File: config.mk
export PLATFORM = sky130hd
export DESIGN_NAME = rule110_seed_loader_flat
export DESIGN_NICKNAME = d
export VERILOG_FILES = /design/src/rtl/rule110_pkg.sv /design/src/rtl/rule110_seed_loader_if.sv /design/src/rtl/rule110_seed_shreg.sv /design/src/rtl/rule110_seed_loader.sv /design/src/flat_wrapper.sv
export SDC_FILE = /design/constraint.sdc
export NUM_CORES = 1
export LEC_CHECK = 0
export BUFFER_PORTS_ARGS = -buffer_cell sky130_fd_sc_hd__clkbuf_2
export CELL_PAD_IN_SITES_DETAIL_PLACEMENT = 1
export CELL_PAD_IN_SITES_GLOBAL_PLACEMENT = 2
export CORE_MARGIN = 1
export CORE_UTILIZATION = 37
export CTS_CLUSTER_SIZE = 24
export DETAILED_ROUTE_END_ITERATION = 10
export PLACE_DENSITY_LB_ADDON = 0.1
export REMOVE_ABC_BUFFERS = 1
export SYNTH_ARGS = -nofsm -noshare
export SYNTH_HDL_FRONTEND = slang
export SYNTH_HIERARCHICAL = 1
export SYNTH_SLANG_ARGS = --single-unit
File: constraint.sdc
create_clock -name clk -period 3.5 [get_ports clk]
set_clock_uncertainty 0.2 [all_clocks]
set_input_delay 0.35 -clock clk [delete_from_list [all_inputs] [get_ports clk]]
set_output_delay 0.35 -clock clk [all_outputs]
set_load 0.01 [all_outputs]
File: src/rtl/rule110_pkg.sv
// Shared definitions for the Rule 110 generation core and its seed loader.
// Holds the default array width, the loader state encoding and the power-on seed.
package rule110_pkg;

    localparam int RULE110_WIDTH = 256;

    typedef enum logic {
        FILL = 1'b0,
        FULL = 1'b1
    } loader_state_t;

    // Single live cell at bit 0; the core can run from this without any loaded bytes.
    localparam logic [RULE110_WIDTH-1:0] RULE110_DEFAULT_SEED = RULE110_WIDTH'(1);

endpackage

File: src/rtl/rule110_seed_loader_if.sv
// Byte-in / seed-out bus of the Rule 110 seed loader.
// The master side feeds bytes and consumes seeds; the slave side is the loader.
interface rule110_seed_loader_if
    import rule110_pkg::*;
#(
    parameter int WIDTH = RULE110_WIDTH
);

    localparam int NBYTES = WIDTH / 8;
    localparam int CNT_W  = $clog2(NBYTES + 1);

    logic [7:0]       byte_in;
    logic             byte_vld;
    logic [WIDTH-1:0] seed_out;
    logic             seed_valid;
    logic             seed_ready;
    logic [CNT_W-1:0] fill_cnt;
    logic             overflow;

    modport master (
        output byte_in, byte_vld, seed_ready,
        input  seed_out, seed_valid, fill_cnt, overflow
    );

    modport slave (
        input  byte_in, byte_vld, seed_ready,
        output seed_out, seed_valid, fill_cnt, overflow
    );

endinterface

File: src/rtl/rule110_seed_shreg.sv
// WIDTH-bit byte-wide shift register with load enable and synchronous clear.
// Clear together with load restarts the register with the incoming byte as byte 0.
module rule110_seed_shreg #(
    parameter int               WIDTH     = 256,
    parameter logic [WIDTH-1:0] RESET_VAL = '0
) (
    input  logic             clk,
    input  logic             rst_n,
    input  logic             clr,
    input  logic             load,
    input  logic [7:0]       byte_in,
    output logic [WIDTH-1:0] q
);

    // NOTE: sequential state uses non-blocking assignments so every flop samples pre-edge values.
    always_ff @(posedge clk or negedge rst_n) begin
        if (!rst_n) begin
            q <= RESET_VAL;
        end else if (clr) begin
            q <= load ? WIDTH'(byte_in) : '0;
        end else if (load) begin
            q <= {q[WIDTH-9:0], byte_in};
        end
    end

endmodule

File: src/rtl/rule110_seed_loader.sv
// Assembles a WIDTH-bit seed from strobed bytes and offers it on a valid/ready handshake.
// Define RULE110_SEED_DEFAULT_EN to come out of reset already holding the default seed.
module rule110_seed_loader
    import rule110_pkg::*;
#(
    parameter int WIDTH = RULE110_WIDTH
) (
    input  logic                   clk,
    input  logic                   rst_n,
    input  logic                   ena,
    input  logic                   clr,
    rule110_seed_loader_if.slave   bus
);

    localparam int NBYTES = WIDTH / 8;
    localparam int CNT_W  = $clog2(NBYTES + 1);

`ifdef RULE110_SEED_DEFAULT_EN
    localparam loader_state_t    RST_STATE = FULL;
    localparam logic             RST_VALID = 1'b1;
    localparam logic [CNT_W-1:0] RST_CNT   = CNT_W'(NBYTES);
    localparam logic [WIDTH-1:0] RST_SEED  = WIDTH'(RULE110_DEFAULT_SEED);
`else
    localparam loader_state_t    RST_STATE = FILL;
    localparam logic             RST_VALID = 1'b0;
    localparam logic [CNT_W-1:0] RST_CNT   = '0;
    localparam logic [WIDTH-1:0] RST_SEED  = '0;
`endif

    loader_state_t    state;
    logic             seed_valid;
    logic [CNT_W-1:0] fill_cnt;
    logic             overflow;
    logic [WIDTH-1:0] seed;

    logic byte_hit;
    logic handshake;
    logic accept;
    logic last_byte;

    assign byte_hit  = ena & bus.byte_vld;
    assign handshake = seed_valid & bus.seed_ready;
    // A byte arriving on the handshake edge is captured as byte 0 of the next seed.
    assign accept    = byte_hit & ((state == FILL) | handshake);
    assign last_byte = (fill_cnt == CNT_W'(NBYTES - 1));

    rule110_seed_shreg #(
        .WIDTH     (WIDTH),
        .RESET_VAL (RST_SEED)
    ) u_shreg (
        .clk     (clk),
        .rst_n   (rst_n),
        .clr     (clr | handshake),
        .load    (accept & ~clr),
        .byte_in (bus.byte_in),
        .q       (seed)
    );

    // NOTE: the asynchronous reset branch must assign every register in the block, or the flops infer a hold path.
    always_ff @(posedge clk or negedge rst_n) begin
        if (!rst_n) begin
            state      <= RST_STATE;
            seed_valid <= RST_VALID;
            fill_cnt   <= RST_CNT;
            overflow   <= 1'b0;
        end else if (clr) begin
            state      <= FILL;
            seed_valid <= 1'b0;
            fill_cnt   <= '0;
            overflow   <= 1'b0;
        end else begin
            case (state)
                FILL: begin
                    if (accept) begin
                        fill_cnt <= fill_cnt + 1'b1;
                        if (last_byte) begin
                            state      <= FULL;
                            seed_valid <= 1'b1;
                        end
                    end
                end
                FULL: begin
                    if (handshake) begin
                        state      <= FILL;
                        seed_valid <= 1'b0;
                        fill_cnt   <= accept ? CNT_W'(1) : '0;
                    end else if (byte_hit) begin
                        overflow <= 1'b1;
                    end
                end
                default: begin
                    state      <= FILL;
                    seed_valid <= 1'b0;
                    fill_cnt   <= '0;
                end
            endcase
        end
    end

    assign bus.seed_out   = seed;
    assign bus.seed_valid = seed_valid;
    assign bus.fill_cnt   = fill_cnt;
    assign bus.overflow   = overflow;

endmodule

File: src/flat_wrapper.sv
// flat-port wrapper written by rule: the top's interface ports become plain ports
module rule110_seed_loader_flat import rule110_pkg::*;
#(
    parameter int WIDTH = RULE110_WIDTH
)
  (clk, rst_n, ena, clr, bus_byte_in, bus_byte_vld, bus_seed_ready, bus_seed_out, bus_seed_valid, bus_fill_cnt, bus_overflow);
  rule110_seed_loader_if #(.WIDTH(WIDTH)) bus_i ();
  input  logic clk;
  input  logic rst_n;
  input  logic ena;
  input  logic clr;
  input wire logic [$bits(bus_i.byte_in)-1:0] bus_byte_in;
  input wire logic [$bits(bus_i.byte_vld)-1:0] bus_byte_vld;
  input wire logic [$bits(bus_i.seed_ready)-1:0] bus_seed_ready;
  output wire logic [$bits(bus_i.seed_out)-1:0] bus_seed_out;
  output wire logic [$bits(bus_i.seed_valid)-1:0] bus_seed_valid;
  output wire logic [$bits(bus_i.fill_cnt)-1:0] bus_fill_cnt;
  output wire logic [$bits(bus_i.overflow)-1:0] bus_overflow;
  assign bus_i.byte_in = bus_byte_in;
  assign bus_i.byte_vld = bus_byte_vld;
  assign bus_i.seed_ready = bus_seed_ready;
  assign bus_seed_out = bus_i.seed_out;
  assign bus_seed_valid = bus_i.seed_valid;
  assign bus_fill_cnt = bus_i.fill_cnt;
  assign bus_overflow = bus_i.overflow;
  rule110_seed_loader #(.WIDTH(WIDTH)) u_core (.clk(clk), .rst_n(rst_n), .ena(ena), .clr(clr), .bus(bus_i));
endmodule
==> impl_metrics.py, run 1 <==
metrics = {
    "outcome": {
        "status": "complete, no violations",
    },
    "floorplanning": {
        "die_w_um": 175,
        "die_h_um": 175,
        "start_util": 0.381,
        "num_rows": 62,
        "dieArea_sq_um": 30600,
        "pin_count": 278,
        "design.core.area_sq_um": 29000,
    },
    "placement": {
        "place_hpwl_um": 17300,
        "post-place-ws_ps": 1120,
        "gp_congestion": 0.731,
        "io_buffer_count": 277,
        "place_inst": 1497,
    },
    "routing": {
        "via_per_inst": 4.79,
        "vias": 7498,
        "first_pass_iters": 4,
        "drc": 0,
        "drt_wl_total_um": 26800,
        "drt-initial-drc-count": 402,
        "wl_per_cell_um": 17.1,
        "antenna_left": 0,
    },
    "sta": {
        "finalSetupTns_ps": 0,
        "worstMarginPinSlew_ps": 759,
        "holdWs_ps": 37.4,
        "maxSlewHeadroom": 0.494,
        "finalHoldViolations": 0,
        "period_share": 0.685,
        "max_freq_ghz": 0.417,
        "setup_viol": 0,
        "slew_viol_final": 0,
        "rsz0062_at_grt": "no",
        "layout_min_cycle_time_ps": 2400,
        "fin_ws_ps": 1100,
    },
    "global_routing": {
        "use_met2": 0.269,
        "antenna_found_initial": 0,
        "grtUsageMet3": 0.0455,
        "met1_usage": 0.250,
        "grt_pass1_wl_um": 43800,
        "grt.busiest_layer": "met2",
        "grt-ovfl-total": 0,
        "grt_pass1_vias": 7670,
        "grt_usage": 0.176,
        "grt_max_degree": 156,
    },
    "finish": {
        "fin_nets": 1174,
        "fin_util": 0.469,
        "synthToLayoutAreaGrowth_pct": 23.0,
        "antenna_cells": 0,
        "finalNonFillerCells": 1565,
        "drive_above_1_share": 0.292,
    },
    "worst_setup_path": {
        "worstPathArrival_ps": 2610,
        "regToRegSetupSlack_ps": 1100,
        "path_common_cell": "buf_12",
        "critPathSlowestCell": "dfrtp_1",
        "required_ps": 3710,
        "endpoint_kind": "flip-flop",
        "crit_path_start_kind": "flip-flop",
        "timing.rr.start": "u_core/state$_DFF_PN0_",
        "crit_type": "flip-flop to flip-flop",
        "cp_top_family": "buffers and inverters",
        "cp.buffers_inverters": 2,
        "crit_chain": "a21boi_0, nor3_2, buf_12, buf_12, mux2i_1, nor2_1",
        "cp_max_fo": 79,
        "slowest_delay_ps": 470,
        "crit_start": "u_core/state$_DFF_PN0_",
    },
    "hold_path": {
        "min_path_type": "input pin to flip-flop",
        "min-delay-start": "bus_seed_ready",
    },
    "cts": {
        "cts-hold-fix-buffers": 13,
        "h-tree-depth": 1,
        "cts_tree": "done",
        "path_clk_slew_ps": 60,
        "clockRootBuffer": "clkbuf_16",
        "insertion_delay_ps": 540,
        "post-cts-setup-buffers": 0,
        "cts_resized": 0,
        "clock-sinks": 265,
        "cts_max_path_buffers": 3,
        "cts_buffers": 31,
    },
    "yosys": {
        "synth_seq_area_share": 0.600,
        "syn-cell-area_sq_um": 11100,
        "ys_warn_count": 6,
        "synth_fa_ha_area_frac": 0.00113,
        "synthMuxAreaShare": 0.225,
        "yosysUniqueCellTypes": 33,
        "synth_top_family_by_area": "multiplexers",
        "synthSimpleGateAreaFrac": 0.103,
        "synthXorXnorAreaFrac": 0.000792,
        "syn_inst": 882,
        "synth_seq_cells": 265,
        "synth_compound_area_frac": 0.0129,
        "synth_area_per_cell_sq_um": 12.5,
    },
    "power": {
        "max-vdd-ir-drop_v": 0.000408,
        "leakage_nw": 6.68,
        "power_density_nw_per_um2": 473,
    },
    "run": {
        "maxCapViolations": 0,
    },
}
## cell type report
type	count	area (sq um)
clock inverters	14	120
clock buffers	41	843
fillers	3197	15400
inverters	1	3.75
flip-flops and latches	265	6630
well taps	384	480
repair buffers	302	1720
multi-input cells	558	3800
## placed cells by master, fill, tap and decap left out, drive strengths merged
| cell type | count |
|---|---|
| clkbuf | 317 |
| dfrtp | 265 |
| nor2 | 252 |
| mux2i | 248 |
| dlygate4sd3 | 13 |
| buf | 13 |
| clkinv | 12 |
| o21ai | 11 |
| nand2b | 11 |
| nand2 | 11 |
| a21oi | 5 |
| nand3 | 3 |
| or4 | 3 |
| bufinv | 2 |
| o31ai | 2 |
| a21o | 1 |
| a21boi | 1 |
| nor3 | 1 |
| a21bo | 1 |
| a31oi | 1 |
| nand4b | 1 |
| xor2 | 1 |
| or4b | 1 |
| a2111oi | 1 |
| nand4 | 1 |
| or3 | 1 |
| inv | 1 |
| ha | 1 |
## cells in the mapped netlist, drive strengths merged
cell     instances  area [sq um]
or4              3          26.3
clkbuf          23          86.3
nor2           252           946
a21boi           1          7.51
o31ai            2          15.0
a2111oi          1          8.76
nand4b           1          8.76
buf             35           541
dfrtp          265          6630
xor2             1          8.76
or3              1          6.26
nand2b          11          76.3
a21oi            5          32.5
nand2           11          43.8
a21o             1          7.51
nand3            3          15.0
a21bo            1          10.0
nor3             1          5.00
or4b             1          10.0
o21ai           11          55.1
nand4            1          6.26
ha               1          12.5
inv              1          3.75
mux2i          248          2480
a31oi            1          6.26
## cells by family (layout without fill, tap and decap cells)
group / after synthesis / after routing
xor+xnor: 1 / 1
mux: 248 / 248
fa+ha+maj: 1 / 1
buf+inv: 59 / 358
compound gates: 23 / 23
simple gates: 285 / 285
flops: 265 / 265
## per-layer routing
| metal | vias up | share of wire |
|---|---|---|
| met2 | 192 | 0.46 |
| met3 | 34 | 0.064 |
| met1 | 3768 | 0.46 |
| met5 | - | 0 |
| met4 | 0 | 0.020 |
| li1 | 3504 | - |
## through the flow
stage	cell area [sq um]	total power, mW
after floorplan	10400	3.49
after global placement	12500	3.41
after detailed placement	12500	3.41
after CTS	13600	6.55
after global routing	13600	6.68
final	13600	6.43
## worst paths after layout
check,endpoint,depth (start not counted)
setup / recovery,u_core/u_shreg/q[118]$_DFFE_PN0P_,6
max in group asynchronous,u_core/state$_DFF_PN0_,3
hold reg to reg,u_core/u_shreg/q[251]$_DFFE_PN0P_,2
hold / removal,u_core/bus.fill_cnt[0]$_DFFE_PN0P_,4
setup reg to reg,u_core/u_shreg/q[118]$_DFFE_PN0P_,6
min in group asynchronous,u_core/u_shreg/q[224]$_DFFE_PN0P_,2
## state kept, by name (all words and copies together), names as in the netlist
name                   flops
u_core/state               1
u_core/bus.fill_cnt        6
u_core/u_shreg/q         256
u_core/bus.overflow        1
u_core/bus.seed_valid      1
## worst min-delay path, stage by stage
cell	delay, ps
clkbuf_2	120
nand3_1	100
nand2_1	80
a2111oi_0	80
## report_power, final
group | internal [mW] | switching [mW]
registers | 3.07 | 0.00774
clock network | 1.82 | 1.25
logic | 0.0864 | 0.189
total | 4.98 | 1.44
(Power assumes the default switching activity.)
==> run 2: changes to the inputs <==
--- a/config.mk
+++ b/config.mk
@@ -9,7 +9,7 @@
 export CELL_PAD_IN_SITES_DETAIL_PLACEMENT = 1
 export CELL_PAD_IN_SITES_GLOBAL_PLACEMENT = 2
 export CORE_MARGIN = 1
-export CORE_UTILIZATION = 37
+export CORE_UTILIZATION = 31
 export CTS_CLUSTER_SIZE = 24
 export DETAILED_ROUTE_END_ITERATION = 10
 export PLACE_DENSITY_LB_ADDON = 0.1
==> constraint.sdc (replaced) <==
create_clock -name clk -period 2 [get_ports clk]
set_clock_uncertainty 0.2 [all_clocks]
set_input_delay 0.2 -clock clk [delete_from_list [all_inputs] [get_ports clk]]
set_output_delay 0.2 -clock clk [all_outputs]
set_load 0.01 [all_outputs]
==> run 2 against run 1 <==
Against the previous run:
- cell count is 6.5% higher
- critical path depth is 1 higher
- sequential cell count stayed put
- die area is 19% higher
- sequential share of layout area is 2.0 points lower
- core utilization is 6.1 points lower
==> impl_metrics.py, run 2 (synthesized netlist as in run 1, its figures left out) <==
metrics = {
    "cts": {
        "cts_tree": "done",
        "cts_max_path_buffers": 3,
        "path_clk_slew_ps": 60,
        "clock-sinks": 265,
        "clockRootBuffer": "clkbuf_16",
        "cts_buffers": 31,
        "insertion_delay_ps": 540,
        "h-tree-depth": 1,
    },
    "sta": {
        "period_share": 0.946,
        "slew_viol_final": 0,
        "rsz0062_at_grt": "no",
        "max_freq_ghz": 0.528,
        "maxSlewHeadroom": 0.762,
        "worstMarginPinSlew_ps": 348,
        "fin_ws_ps": 107,
        "setup_viol": 0,
        "layout_min_cycle_time_ps": 1890,
        "finalHoldViolations": 0,
    },
    "finish": {
        "synthToLayoutAreaGrowth_pct": 28.4,
        "top_register": "u_core/u_shreg/q",
        "drive_above_1_share": 0.310,
        "antenna_cells": 0,
        "fill_cells": 3811,
        "final_common_cell": "clkbuf_2",
        "finalNonFillerCells": 1666,
        "fin_nets": 1208,
        "largest_reg_flops": 256,
        "most-common-layout-cells": "clkbuf_2 (276), dfrtp_1 (265), nor2_1 (252)",
        "reg_top3": "u_core/u_shreg/q (256), u_core/bus.fill_cnt (6)",
    },
    "routing": {
        "via_per_inst": 4.60,
        "wl_met2_um": 13000,
        "drc": 0,
        "wl_met1_um": 13000,
        "wl_per_cell_um": 17.4,
        "dr_wl_met3_um": 2260,
        "highest_layer": "met4",
        "drt_wl_total_um": 29000,
        "drt-initial-drc-count": 324,
        "first_pass_iters": 4,
        "antenna_left": 0,
        "vias": 7664,
    },
    "floorplanning": {
        "die_w_um": 191,
        "pin_count": 278,
        "num_rows": 68,
        "die_h_um": 191,
        "design.core.area_sq_um": 34800,
        "start_util": 0.318,
        "dieArea_sq_um": 36400,
    },
    "worst_setup_path": {
        "endpoint_kind": "flip-flop",
        "worstPathArrival_ps": 2110,
        "crit_chain": "a21boi_1, nor3_4, buf_4, buf_8, buf_16, mux2i_1, nor2_1",
        "cp_max_fo": 28,
        "slowest_delay_ps": 370,
        "crit_path_start_kind": "flip-flop",
        "critPathSlowestCell": "dfrtp_1",
        "required_ps": 2220,
        "regToRegSetupSlack_ps": 110,
        "crit_type": "flip-flop to flip-flop",
    },
    "power": {
        "switchingPower_mw": 2.54,
        "power_density_nw_per_um2": 823,
        "internal_power_mw": 9.14,
        "p_comb_frac": 0.049,
        "leakage_nw": 6.93,
        "pwr-share-clk": 0.490,
        "p_seq_frac": 0.461,
        "switching_share": 0.217,
        "max-vdd-ir-drop_v": 0.000665,
    },
    "global_routing": {
        "grt-ovfl-total": 0,
        "antenna_found_initial": 0,
        "grt_pass1_vias": 7837,
        "grt_usage": 0.156,
        "grt_max_degree": 74,
        "grt_pass1_wl_um": 45800,
    },
    "placement": {
        "io_buffer_count": 277,
        "place_hpwl_um": 20000,
        "place_inst": 1593,
        "post-place-ws_ps": 32.2,
        "gp_congestion": 0.726,
    },
    "outcome": {
        "status": "complete, no violations",
    },
    "hold_path": {
        "min_path_type": "input pin to async pin",
    },
    "run": {
        "maxCapViolations": 0,
    },
}
run 2: path summary, 6_finish.rpt:
kind                                                   start                                 to  cells past startpoint
max                                   u_core/state$_DFF_PN0_  u_core/u_shreg/q[251]$_DFFE_PN0P_                      7
min                                                    rst_n  u_core/u_shreg/q[218]$_DFFE_PN0P_                      3
max reg2reg                           u_core/state$_DFF_PN0_  u_core/u_shreg/q[251]$_DFFE_PN0P_                      7
min reg2reg                u_core/u_shreg/q[248]$_DFFE_PN0P_  u_core/u_shreg/q[248]$_DFFE_PN0P_                      2
max in group asynchronous                              rst_n   u_core/u_shreg/q[11]$_DFFE_PN0P_                      3
min in group clk                              bus_byte_in[6]    u_core/u_shreg/q[6]$_DFFE_PN0P_                      4
run 2: per-layer routing:
layer | vias up | GRT usage
li1 | 3567 | -
met1 | 3860 | 0.215
met2 | 191 | 0.235
met3 | 46 | 0.0497
met4 | 0 | 0.0434
met5 | - | 0
run 2: repair_timing:
action,in CTS,in global routing
setup buffers,0,5
hold buffers,15,0
gates resized for setup,0,10
setup endpoints to repair,0,171
hold endpoints to repair,281,0
run 2: cell type report:
class	instances	area, sq um	area share
sequential	265	6630	0.467
inverter	1	3.75	0.000265
multi-input combinational	558	3810	0.268
clock inverter	5	100	0.00705
clock buffer	46	932	0.0657
tap	455	569	0.0401
timing repair buffer	336	2150	0.151
run 2: critical path: cells and delay by family, from the launching register on:
family | cells | cell delay [ps]
flip-flops | 1 | 370
AO/OA/AOI/OAI | 1 | 160
AND/OR/NAND/NOR | 2 | 210
multiplexers | 1 | 230
buffers and inverters | 3 | 570
run 2: metrics by stage:
stage / power (mW) / TNS [ps] / instance area (sq um) / hold slack, ps / utilization
3_5_place_dp: 6.03 / 0 / 12900 / -122 / 0.370
4_1_cts: 11.9 / 0 / 14100 / 21.2 / 0.404
6_report: 11.7 / 0 / 14200 / 39.9 / 0.408
2_1_floorplan: 6.10 / -6431490 / 10400 / -296 / -
5_1_grt: 12.1 / 0 / 14200 / 34.2 / 0.408
3_3_place_gp: 6.03 / 0 / 12900 / -116 / 0.370
run 2: power by group through the flow:
stage	logic (mW)	registers, mW	clock network [mW]
6_report	0.574	5.39	5.72
3_5_place_dp	0.547	5.48	0
2_1_floorplan	0.608	5.49	0
4_1_cts	0.574	5.39	5.94
5_1_grt	0.635	5.39	6.12
3_3_place_gp	0.552	5.48	0
